### src/rtl/lsa_pkg.sv
// Shared types and elaboration helpers for the two-phase latch shift array.
package lsa_pkg;

  typedef enum logic [2:0] {
    IDLE = 3'd0,
    PH1  = 3'd1,
    GAP1 = 3'd2,
    PH2  = 3'd3,
    GAP2 = 3'd4
  } lsa_state_t;

  // Gap counter runs 0..gap-1; keep at least one bit so GAP=1 still elaborates.
  function automatic int gap_cnt_w(input int gap);
    return (gap > 1) ? $clog2(gap) : 1;
  endfunction

  function automatic int tap_sel_w(input int depth);
    return (depth > 2) ? $clog2(depth / 2) : 1;
  endfunction

  function automatic int fill_w(input int depth);
    return $clog2(depth / 2 + 1);
  endfunction

  function automatic bit params_legal(input int width, input int depth, input int gap);
    return (width >= 1) && (depth >= 2) && (depth % 2 == 0) && (gap >= 1);
  endfunction

endpackage

### src/rtl/lsa_latch.sv
// WIDTH-bit transparent latch with level enable and asynchronous active-high clear.
module lsa_latch #(
  parameter int WIDTH = 1
) (
  input  logic             i_en,
  input  logic             i_clr,
  input  logic [WIDTH-1:0] i_d,
  output logic [WIDTH-1:0] o_q
);

  always_latch begin
    if (i_clr)
      o_q <= '0;
    else if (i_en)
      o_q <= i_d;
  end

endmodule

### src/rtl/lsa_shift_array.sv
// Two-phase latch shift array with request/ack sequencer and fill tracking.
// Optional tap readout port enabled by defining LSA_TAP_EN.
module lsa_shift_array
  import lsa_pkg::*;
#(
  parameter int WIDTH = 1,
  parameter int DEPTH = 128,
  parameter int GAP   = 1
) (
  input  logic                        clk,
  input  logic                        rst,
  input  logic                        shift_req,
  input  logic [WIDTH-1:0]            din,
  output logic                        shift_ack,
  output logic                        busy,
  output logic [WIDTH-1:0]            dout,
`ifdef LSA_TAP_EN
  input  logic [tap_sel_w(DEPTH)-1:0] tap_sel,
  output logic [WIDTH-1:0]            tap_out,
`endif
  output logic                        out_valid
);

  localparam int                GW       = gap_cnt_w(GAP);
  localparam int                FW       = fill_w(DEPTH);
  localparam logic [GW-1:0]     GAP_LAST = GW'(GAP - 1);
  localparam logic [FW-1:0]     FULL     = FW'(DEPTH / 2);

  if (!params_legal(WIDTH, DEPTH, GAP)) begin : g_bad_params
    $error("lsa_shift_array: DEPTH must be even and >=2, GAP and WIDTH >=1");
  end

  lsa_state_t       r_state;
  lsa_state_t       w_next;
  logic [GW-1:0]    r_gap_cnt;
  logic             w_gap_done;
  logic             w_accept;
  logic             w_done;
  logic             r_clk1;
  logic             r_clk2;
  logic             r_ack;
  logic [WIDTH-1:0] r_din_q;
  logic [FW-1:0]    r_fill;

  always_comb begin
    w_next     = r_state;
    w_gap_done = (r_gap_cnt == GAP_LAST);
    w_accept   = (r_state == IDLE) && shift_req;
    w_done     = (r_state == GAP2) && w_gap_done;
    case (r_state)
      IDLE:    if (shift_req)  w_next = PH1;
      PH1:                     w_next = GAP1;
      GAP1:    if (w_gap_done) w_next = PH2;
      PH2:                     w_next = GAP2;
      GAP2:    if (w_gap_done) w_next = IDLE;
      default:                 w_next = IDLE;
    endcase
  end

  // Phase enables are registered from the next state so they are glitch-free flop outputs.
  always_ff @(posedge clk or posedge rst) begin
    if (rst) begin
      r_state   <= IDLE;
      r_gap_cnt <= '0;
      r_clk1    <= 1'b0;
      r_clk2    <= 1'b0;
      r_ack     <= 1'b0;
      r_din_q   <= '0;
      r_fill    <= '0;
    end else begin
      r_state <= w_next;
      r_clk1  <= (w_next == PH1);
      r_clk2  <= (w_next == PH2);
      r_ack   <= w_done;
      if (w_accept)
        r_din_q <= din;
      if (((r_state == GAP1) || (r_state == GAP2)) && !w_gap_done)
        r_gap_cnt <= r_gap_cnt + 1'b1;
      else
        r_gap_cnt <= '0;
      if (w_done && (r_fill != FULL))
        r_fill <= r_fill + 1'b1;
    end
  end

  assign shift_ack = r_ack;
  assign busy      = (r_state != IDLE);
  assign out_valid = (r_fill == FULL);

`ifdef LSA_TAP_EN
  logic [WIDTH-1:0] w_words [DEPTH/2];
`endif

  // Even stages open on clk1, odd on clk2; the phases never overlap, so no path races through.
  for (genvar i = 0; i < DEPTH; i++) begin : g_stage
    logic [WIDTH-1:0] w_d;
    logic [WIDTH-1:0] w_q;
    if (i == 0) begin : g_head
      assign w_d = r_din_q;
    end else begin : g_link
      assign w_d = g_stage[i-1].w_q;
    end
    lsa_latch #(.WIDTH(WIDTH)) u_latch (
      .i_en  ((i % 2 == 0) ? r_clk1 : r_clk2),
      .i_clr (rst),
      .i_d   (w_d),
      .o_q   (w_q)
    );
`ifdef LSA_TAP_EN
    if (i % 2 == 1) begin : g_tap
      assign w_words[i/2] = w_q;
    end
`endif
  end

  assign dout = g_stage[DEPTH-1].w_q;

`ifdef LSA_TAP_EN
  assign tap_out = w_words[tap_sel];
`endif

endmodule

### config.mk
export PLATFORM = sky130hd
export DESIGN_NAME = lsa_shift_array
export DESIGN_NICKNAME = d
export VERILOG_FILES = /design/src/rtl/lsa_pkg.sv /design/src/rtl/lsa_latch.sv /design/src/rtl/lsa_shift_array.sv
export SDC_FILE = /design/constraint.sdc
export NUM_CORES = 1
export LEC_CHECK = 0
export ABC_AREA = 1
export BUFFER_PORTS_ARGS = -buffer_cell sky130_fd_sc_hd__buf_2
export CAP_MARGIN = 20
export CORE_MARGIN = 1
export CORE_UTILIZATION = 45
export DETAILED_ROUTE_END_ITERATION = 6
export GPL_ROUTABILITY_DRIVEN = 0
export GPL_TIMING_DRIVEN = 1
export PLACE_DENSITY = 0.67
export SYNTH_ARGS = -nofsm -noshare
export SYNTH_HDL_FRONTEND = slang
export SYNTH_SLANG_ARGS = --single-unit
### constraint.sdc
create_clock -name clk -period 1.79 [get_ports clk]
set_clock_uncertainty 0.15 [all_clocks]
set_input_delay 0.179 -clock clk [delete_from_list [all_inputs] [get_ports clk]]
set_output_delay 0.179 -clock clk [all_outputs]
set_load 0.01 [all_outputs]
======== Word level (Yosys, flattened, before mapping) ========
Index checks and enable logic that the tools add are counted.
storage, ports and cells
  output and inout bits ................... 4
  bits in registers ....................... 15
  bits in latches ......................... 128
  word-level logic and storage cells ...... 418
operators by class
  multiplexer cells ....................... 265
  reductions and logical operators ........ 7
  bitwise operators ....................... 1
  equal/unequal tests ..................... 8
  add/sub/neg operators ................... 2
operator list
  cell                 count
  $mux 1               261
  $pmux 3 s5           1
  $eq 3x2->1 const B   3
  $mux 3               3
  $add 7x1->7 const B  1
  $eq 7x7->1 const B   1
  $ne 7x7->1 const B   1
  $eq 3x1->1 const B   2
  $logic_and 1x1->1    4
  $eq 3x3->1 const B   1
  $logic_not 3->1      1
  $reduce_bool 3->1    1
  $add 1x1->1 const B  1
  $logic_or 1x1->1     1
  $not 1->1            1

======== Logic depth before layout (Yosys ltp) ========
Gate-level depths: netlist of run 1.
  depth in word-level cells ............... 4
  depth in mapped cells ................... 9
  mapped depth without buffers ............ 9

======== Modules after synthesis ========
Synthesis of run 1 repeated with hierarchy kept, for this count alone.
unflattened totals
  cells, all modules ...................... 857
  area total of the unflattened synthesis .. 5107.4 sq um
modules (own cells, without submodules)
  module           cells an instance  area each (sq um)  seq. area each (sq um)  times used
  lsa_latch        6                  33.8               0.0                     128
  lsa_shift_array  89                 783.3              375.4                   1

==> results.py, run 1 <==
metrics = {
    "clock_network": {
        "clk_pin_slew_worst_paths_ns": 0.06,
        "cts_htree_levels": 1,
        "root_buffer": "clkbuf_8",
        "postCtsSetupBuffers": 0,
        "clockBufferDepth": 2,
        "clk_latency_ns": 0.25,
        "tritoncts": "done",
        "cts_buffers": 3,
    },
    "timing": {
        "period_minus_slack_ns": 1.63,
        "worstMarginPinSlew_ns": 0.989,
        "final.setup.worst_slack_ns": 0.163,
        "untimed_endpoints": 129,
        "setup_tns_ns": 0,
        "unclocked_pins": 128,
        "maxSlewViolCount": 0,
        "layout_worst_path_cycle_share_pct": 90.9,
        "hold_viol": 0,
        "max_freq_mhz": 615,
        "relSlewSlack_pct": 34.1,
        "whs_ns": 0.0181,
        "rsz0062_at_grt": "false",
        "setup_violations": 0,
    },
    "finish": {
        "final_common_cell": "inv_1",
        "diodes": 0,
        "drive_above_1_share_pct": 5.52,
        "final_cell_mix": "inv_1 (139), nor2_1 (132), dlxtp_1 (128)",
        "final_cells": 591,
        "area_delta_synth_final_pct": 4.25,
        "utilization_pct": 49.4,
        "nets": 496,
    },
    "logic_synthesis": {
        "syn_nets": 496,
        "synth_cells": 490,
        "ys_ff_latch": 143,
        "yosysUniqueCellTypes": 25,
        "synth_area_per_cell_um2": 7.63,
        "yosys_warnings": 0,
        "syn-cell-area_mm2": 0.00374,
    },
    "detailed_routing": {
        "drtIter0Drc": 101,
        "drc_errors": 0,
        "drtAntennaViolNets": 0,
        "firstDrtPassIters": 4,
        "routed-via-count": 2369,
        "wl_um": 4770,
        "wire_per_inst_um": 8.06,
        "via_per_inst": 4.01,
    },
    "global_routing": {
        "grt_overflow": 0,
        "grt_pass1_vias": 2128,
        "antenna_found_initial": 0,
        "grt_max_degree": 111,
        "grt_usage_pct": 11.8,
        "grt_pass1_wl_um": 8660,
    },
    "die": {
        "rows": 32,
        "chipHeight_um": 93.1,
        "die-area_mm2": 0.00867,
        "ios": 8,
        "start_util_pct": 47.4,
        "core-area_mm2": 0.00789,
        "die-width_um": 93.1,
    },
    "pwr": {
        "power_density_mw_per_mm2": 445,
        "ir_drop_v": 0.000646,
        "p_leak_nw": 1.73,
    },
    "worst_setup_path": {
        "slowest_delay_ns": 0.42,
        "critPathMaxFanout": 4,
        "critical_path_required_ns": 1.46,
        "arrival_ns": 1.30,
        "path_delay_family": "flip-flops",
        "cp_slowest_cell": "dfrtp_1",
        "cp_num_buf_inv": 4,
        "end_kind": "output pin",
        "path_cells": "inv_1 > ha_1 > nand2_1 > inv_1 > nand3_4 > inv_1 > buf_2",
        "path_class": "reg2out",
        "worst_setup_path_start_kind": "flip-flop",
        "crit_top_cell": "inv_1",
    },
    "job": {
        "cap_violations": 0,
    },
    "placed_design": {
        "dp_hpwl_um": 3080,
        "port_buffers": 7,
        "pre_cts_ws_ns": 0.363,
        "dp.cells": 586,
    },
    "status": {
        "status": "complete, no violations",
    },
    "worst_hold_path": {
        "hold_path_class": "in2reg",
    },
}
-- registers in the layout, indices dropped and copies added, names as in the netlist --
register and count:
g_stage.u_latch.o_q 128, g_stage.w_d 1, r_clk1 1, r_clk2 1, r_fill 7, r_gap_cnt 1, r_state 3, shift_ack 1
-- worst min-delay path, stage by stage --
cell and delay, ns:
buf_2 0.08, nand2_1 0.04, o21ai_1 0.07
-- cells in the mapped netlist (all sizes together) --
library cell / count / area, um2
nand3: 9 / 57.6
ha: 2 / 25.0
conb: 1 / 3.75
xor2: 1 / 8.76
o21ai: 4 / 20.0
xnor2: 2 / 17.5
nand4: 1 / 6.26
dfrtp: 15 / 375
nand2: 29 / 129
inv: 144 / 543
o21bai: 1 / 7.51
clkbuf: 1 / 3.75
nor2: 135 / 524
or2: 2 / 12.5
buf: 15 / 81.3
dlxtp: 128 / 1920
-- final cells by class --
| cell class | instances | area [um2] |
|---|---|---|
| Fill cell | 766 | 3990 |
| Sequential cell | 143 | 2300 |
| Multi-Input combinational cell | 187 | 812 |
| Inverter | 144 | 543 |
| Tap cell | 102 | 128 |
| Timing Repair Buffer | 11 | 70.1 |
| Clock buffer | 3 | 41.3 |
| Clock inverter | 1 | 5.00 |
-- path summary, 6_finish.rpt --
check	from	end	slack, ns	cells past startpoint
worst max-delay path	r_fill[0]	out_valid	0.16	7
worst min-delay path	din	g_stage[0].w_d	0.02	3
worst max register to register	r_fill[0]	r_fill[0]	0.36	9
worst min register to register	r_gap_cnt	r_state[2]	0.38	2
max in group asynchronous	rst	r_state[0]	0.64	3
min in group asynchronous	rst	r_fill[6]	0.48	3
-- stage by stage --
step	power (W)	instance area (um2)
2_1_floorplan	0.00134	3740
3_3_place_gp	0.00146	3840
3_5_place_dp	0.00148	3840
4_1_cts	0.00176	3900
5_1_grt	0.00185	3900
6_report	0.00173	3900
-- per-layer routing --
metal  global-route usage [%]  vias up  part of all wire [%]
met4                     3.46        0                   1.2
met5                        0        -                     0
met3                    0.732        5                  0.80
met1                     15.5     1024                    53
met2                     21.1       10                    45
li1                         -     1330                     -
-- where the power goes --
part / leakage [nW] / switching, W / internal (W)
clock: 0.0255 / 0.000121 / 0.000154
combinational: 0.584 / 0.000388 / 0.000141
sequential: 1.12 / 0.0000853 / 0.000843
-- timing repair --
| action | 4_1_cts | 5_1_grt |
|---|---|---|
| hold buffers | 1 | 0 |
| hold endpoints to repair | 15 | 0 |
| resized for setup | 0 | 0 |
-- kinds of logic after synthesis --
group                    share of synthesized area [%]
AO/OA/AOI/OAI                                    0.737
XOR/XNOR                                         0.703
adder cells (fa/ha/maj)                          0.669
buffers and inverters                             16.8
flip-flops                                        10.0
latches                                           51.4
other                                            0.100
AND/OR/NAND/NOR                                   19.5
(Power assumes the default switching activity.)
==> run 2, diff against run 1 <==
==> constraint.sdc (replaced) <==
create_clock -name clk -period 1.79 [get_ports clk]
set_clock_uncertainty 0.15 [all_clocks]
set_input_delay 0.0895 -clock clk [delete_from_list [all_inputs] [get_ports clk]]
set_output_delay 0.0895 -clock clk [all_outputs]
set_load 0.01 [all_outputs]
==> run 2 against run 1 <==
Fmax is 5.5% higher. Core utilization is 0.24 points higher. Setup slack better by 0.085 ns. First-iteration DRC count is 22% lower. Non-clock buffer count is 2 higher.
==> results.py, run 2 (synthesized netlist as in run 1, its figures left out) <==
metrics = {
    "die": {
        "chipHeight_um": 93.1,
        "ios": 8,
        "start_util_pct": 47.4,
        "core-area_mm2": 0.00789,
        "die-width_um": 93.1,
        "rows": 32,
        "die-area_mm2": 0.00867,
    },
    "worst_setup_path": {
        "critical_path_required_ns": 1.55,
        "reg2reg_depth": 9,
        "crit_top_cell": "inv_1",
        "cp_num_buf_inv": 4,
        "arrival_ns": 1.30,
        "rr_endpoint": "r_fill[0]",
        "path_delay_family": "flip-flops",
        "slowest_delay_ns": 0.41,
        "critPathMaxFanout": 4,
        "path_class": "reg2out",
        "r2r-start": "r_fill[0]",
        "end_kind": "output pin",
        "path_cells": "inv_1 > ha_1 > nand2_1 > inv_1 > nand3_4 > inv_1 > buf_2",
        "worst_setup_path_start_kind": "flip-flop",
        "cp_slowest_cell": "dfrtp_1",
        "r2r_setup_slack_ns": 0.38,
    },
    "finish": {
        "drive_above_1_share_pct": 5.30,
        "largest_reg_flops": 128,
        "final_cell_mix": "inv_1 (139), nor2_1 (132), dlxtp_1 (128)",
        "diodes": 0,
        "nets": 498,
        "reg.largest.list": "g_stage.u_latch.o_q (128), r_fill (7), r_state (3)",
        "final_common_cell": "inv_1",
        "fill_cells": 765,
        "regMostFlops": "g_stage.u_latch.o_q",
        "area_delta_synth_final_pct": 4.75,
    },
    "timing": {
        "untimed_endpoints": 129,
        "maxSlewViolCount": 0,
        "rsz0062_at_grt": "false",
        "setup_violations": 0,
        "max_freq_mhz": 649,
        "unclocked_pins": 128,
        "layout_worst_path_cycle_share_pct": 86.1,
        "period_minus_slack_ns": 1.54,
        "setup_tns_ns": 0,
        "hold_viol": 0,
        "relSlewSlack_pct": 41.5,
        "worstMarginPinSlew_ns": 0.877,
    },
    "pwr": {
        "internal_power_w": 0.00114,
        "pwr-share-clk_pct": 16.2,
        "ir_drop_v": 0.000572,
        "netSwitchingFraction_pct": 34.3,
        "seqPwrFrac_pct": 53.1,
        "p_total_w": 0.00174,
        "p_comb_share_pct": 30.7,
        "power_density_mw_per_mm2": 445,
        "p_leak_nw": 1.74,
        "p_sw_w": 0.000598,
    },
    "placed_design": {
        "dp_hpwl_um": 3000,
        "port_buffers": 7,
    },
    "detailed_routing": {
        "routed-via-count": 2452,
        "drtIter0Drc": 79,
        "firstDrtPassIters": 4,
        "drtAntennaViolNets": 0,
        "via_per_inst": 4.13,
        "wl_um": 4750,
        "wire_per_inst_um": 8.01,
        "drc_errors": 0,
    },
    "global_routing": {
        "grt_usage_pct": 12.1,
        "grt_pass1_vias": 2175,
        "grt_overflow": 0,
        "antenna_found_initial": 0,
        "grt_pass1_wl_um": 8790,
        "grt_max_degree": 100,
    },
    "clock_network": {
        "cts_htree_levels": 1,
        "clk_latency_ns": 0.25,
        "tritoncts": "done",
        "clk_pin_slew_worst_paths_ns": 0.06,
        "root_buffer": "clkbuf_8",
        "clockBufferDepth": 2,
        "ctsResizeCount": 0,
        "cts_buffers": 3,
    },
    "status": {
        "status": "complete, no violations",
    },
    "worst_hold_path": {
        "hold_path_class": "reg2reg",
        "hp-start": "r_gap_cnt",
        "whs_endpoint": "r_state[2]",
        "worstHoldPathCells": 2,
    },
    "job": {
        "cap_violations": 0,
    },
}
-- run 2: changes by cell type in the layout (fill, tap and decap cells not counted) --
cell / change
dlygate4sd3_1: +2
clkinv_2: -1
clkbuf_1: +1
-- run 2: worst max-delay path by stage --
stage                         start         to  slack [ns]  cells after the start
after floorplan           r_fill[0]  r_fill[6]        0.50                      9
after global placement    r_fill[0]  r_fill[0]        0.43                      9
after detailed placement  r_fill[0]  r_fill[0]        0.39                      9
after CTS                 r_fill[0]  out_valid        0.24                      7
after global routing      r_fill[0]  out_valid        0.16                      7
final                     r_fill[0]  out_valid        0.25                      7
-- run 2: area by class of cell --
| type | count | area [um2] | area share (%) |
|---|---|---|---|
| multi-input combinational | 187 | 812 | 20.7 |
| timing repair buffer | 13 | 90.1 | 2.30 |
| clock buffer | 4 | 45.0 | 1.15 |
| tap | 102 | 128 | 3.26 |
| sequential | 143 | 2300 | 58.7 |
| inverter | 144 | 543 | 13.9 |
-- run 2: power groups by stage --
stage	registers, W	clock network (W)	logic [W]
detailed placement	0.000932	0	0.000542
global route	0.000947	0.000296	0.000619
global placement	0.000926	0	0.000528
finish	0.000925	0.000283	0.000535
CTS	0.000926	0.000283	0.000554
floorplan	0.000911	0	0.000430
-- run 2: per-layer routing --
metal  global-route usage [%]  vias to the layer above  part of all wire (%)
met4                     3.85                        0                   1.4
met5                        0                        -                     0
met1                     14.7                     1102                    50
met2                     22.7                       14                    47
met3                    0.488                        5                   1.1
li1                         -                     1331                     -
-- run 2: through the flow --
stage               utilization [%]  setup WS (ns)  area [um2]  instances  hold slack [ns]
detailed placement             48.7          0.388        3840        586            0.171
finish                         49.6          0.249        3920        593            0.373
floorplan                         -          0.496        3740        490           0.0661
global placement               48.7          0.433        3840        586            0.158
global route                   49.6          0.159        3920        593            0.420
CTS                            49.6          0.241        3920        593            0.378
-- run 2: tightest hold or removal path, cell delays in order, from the launching register on --
cell and delay (ns):
dfrtp_1 0.34, nand3_1 0.07, o21ai_0 0.07
-- run 2: what timing repair did --
action                    4_1_cts  5_1_grt
setup buffers                   0        0
hold endpoints to repair       17        0
hold buffers                    3        0
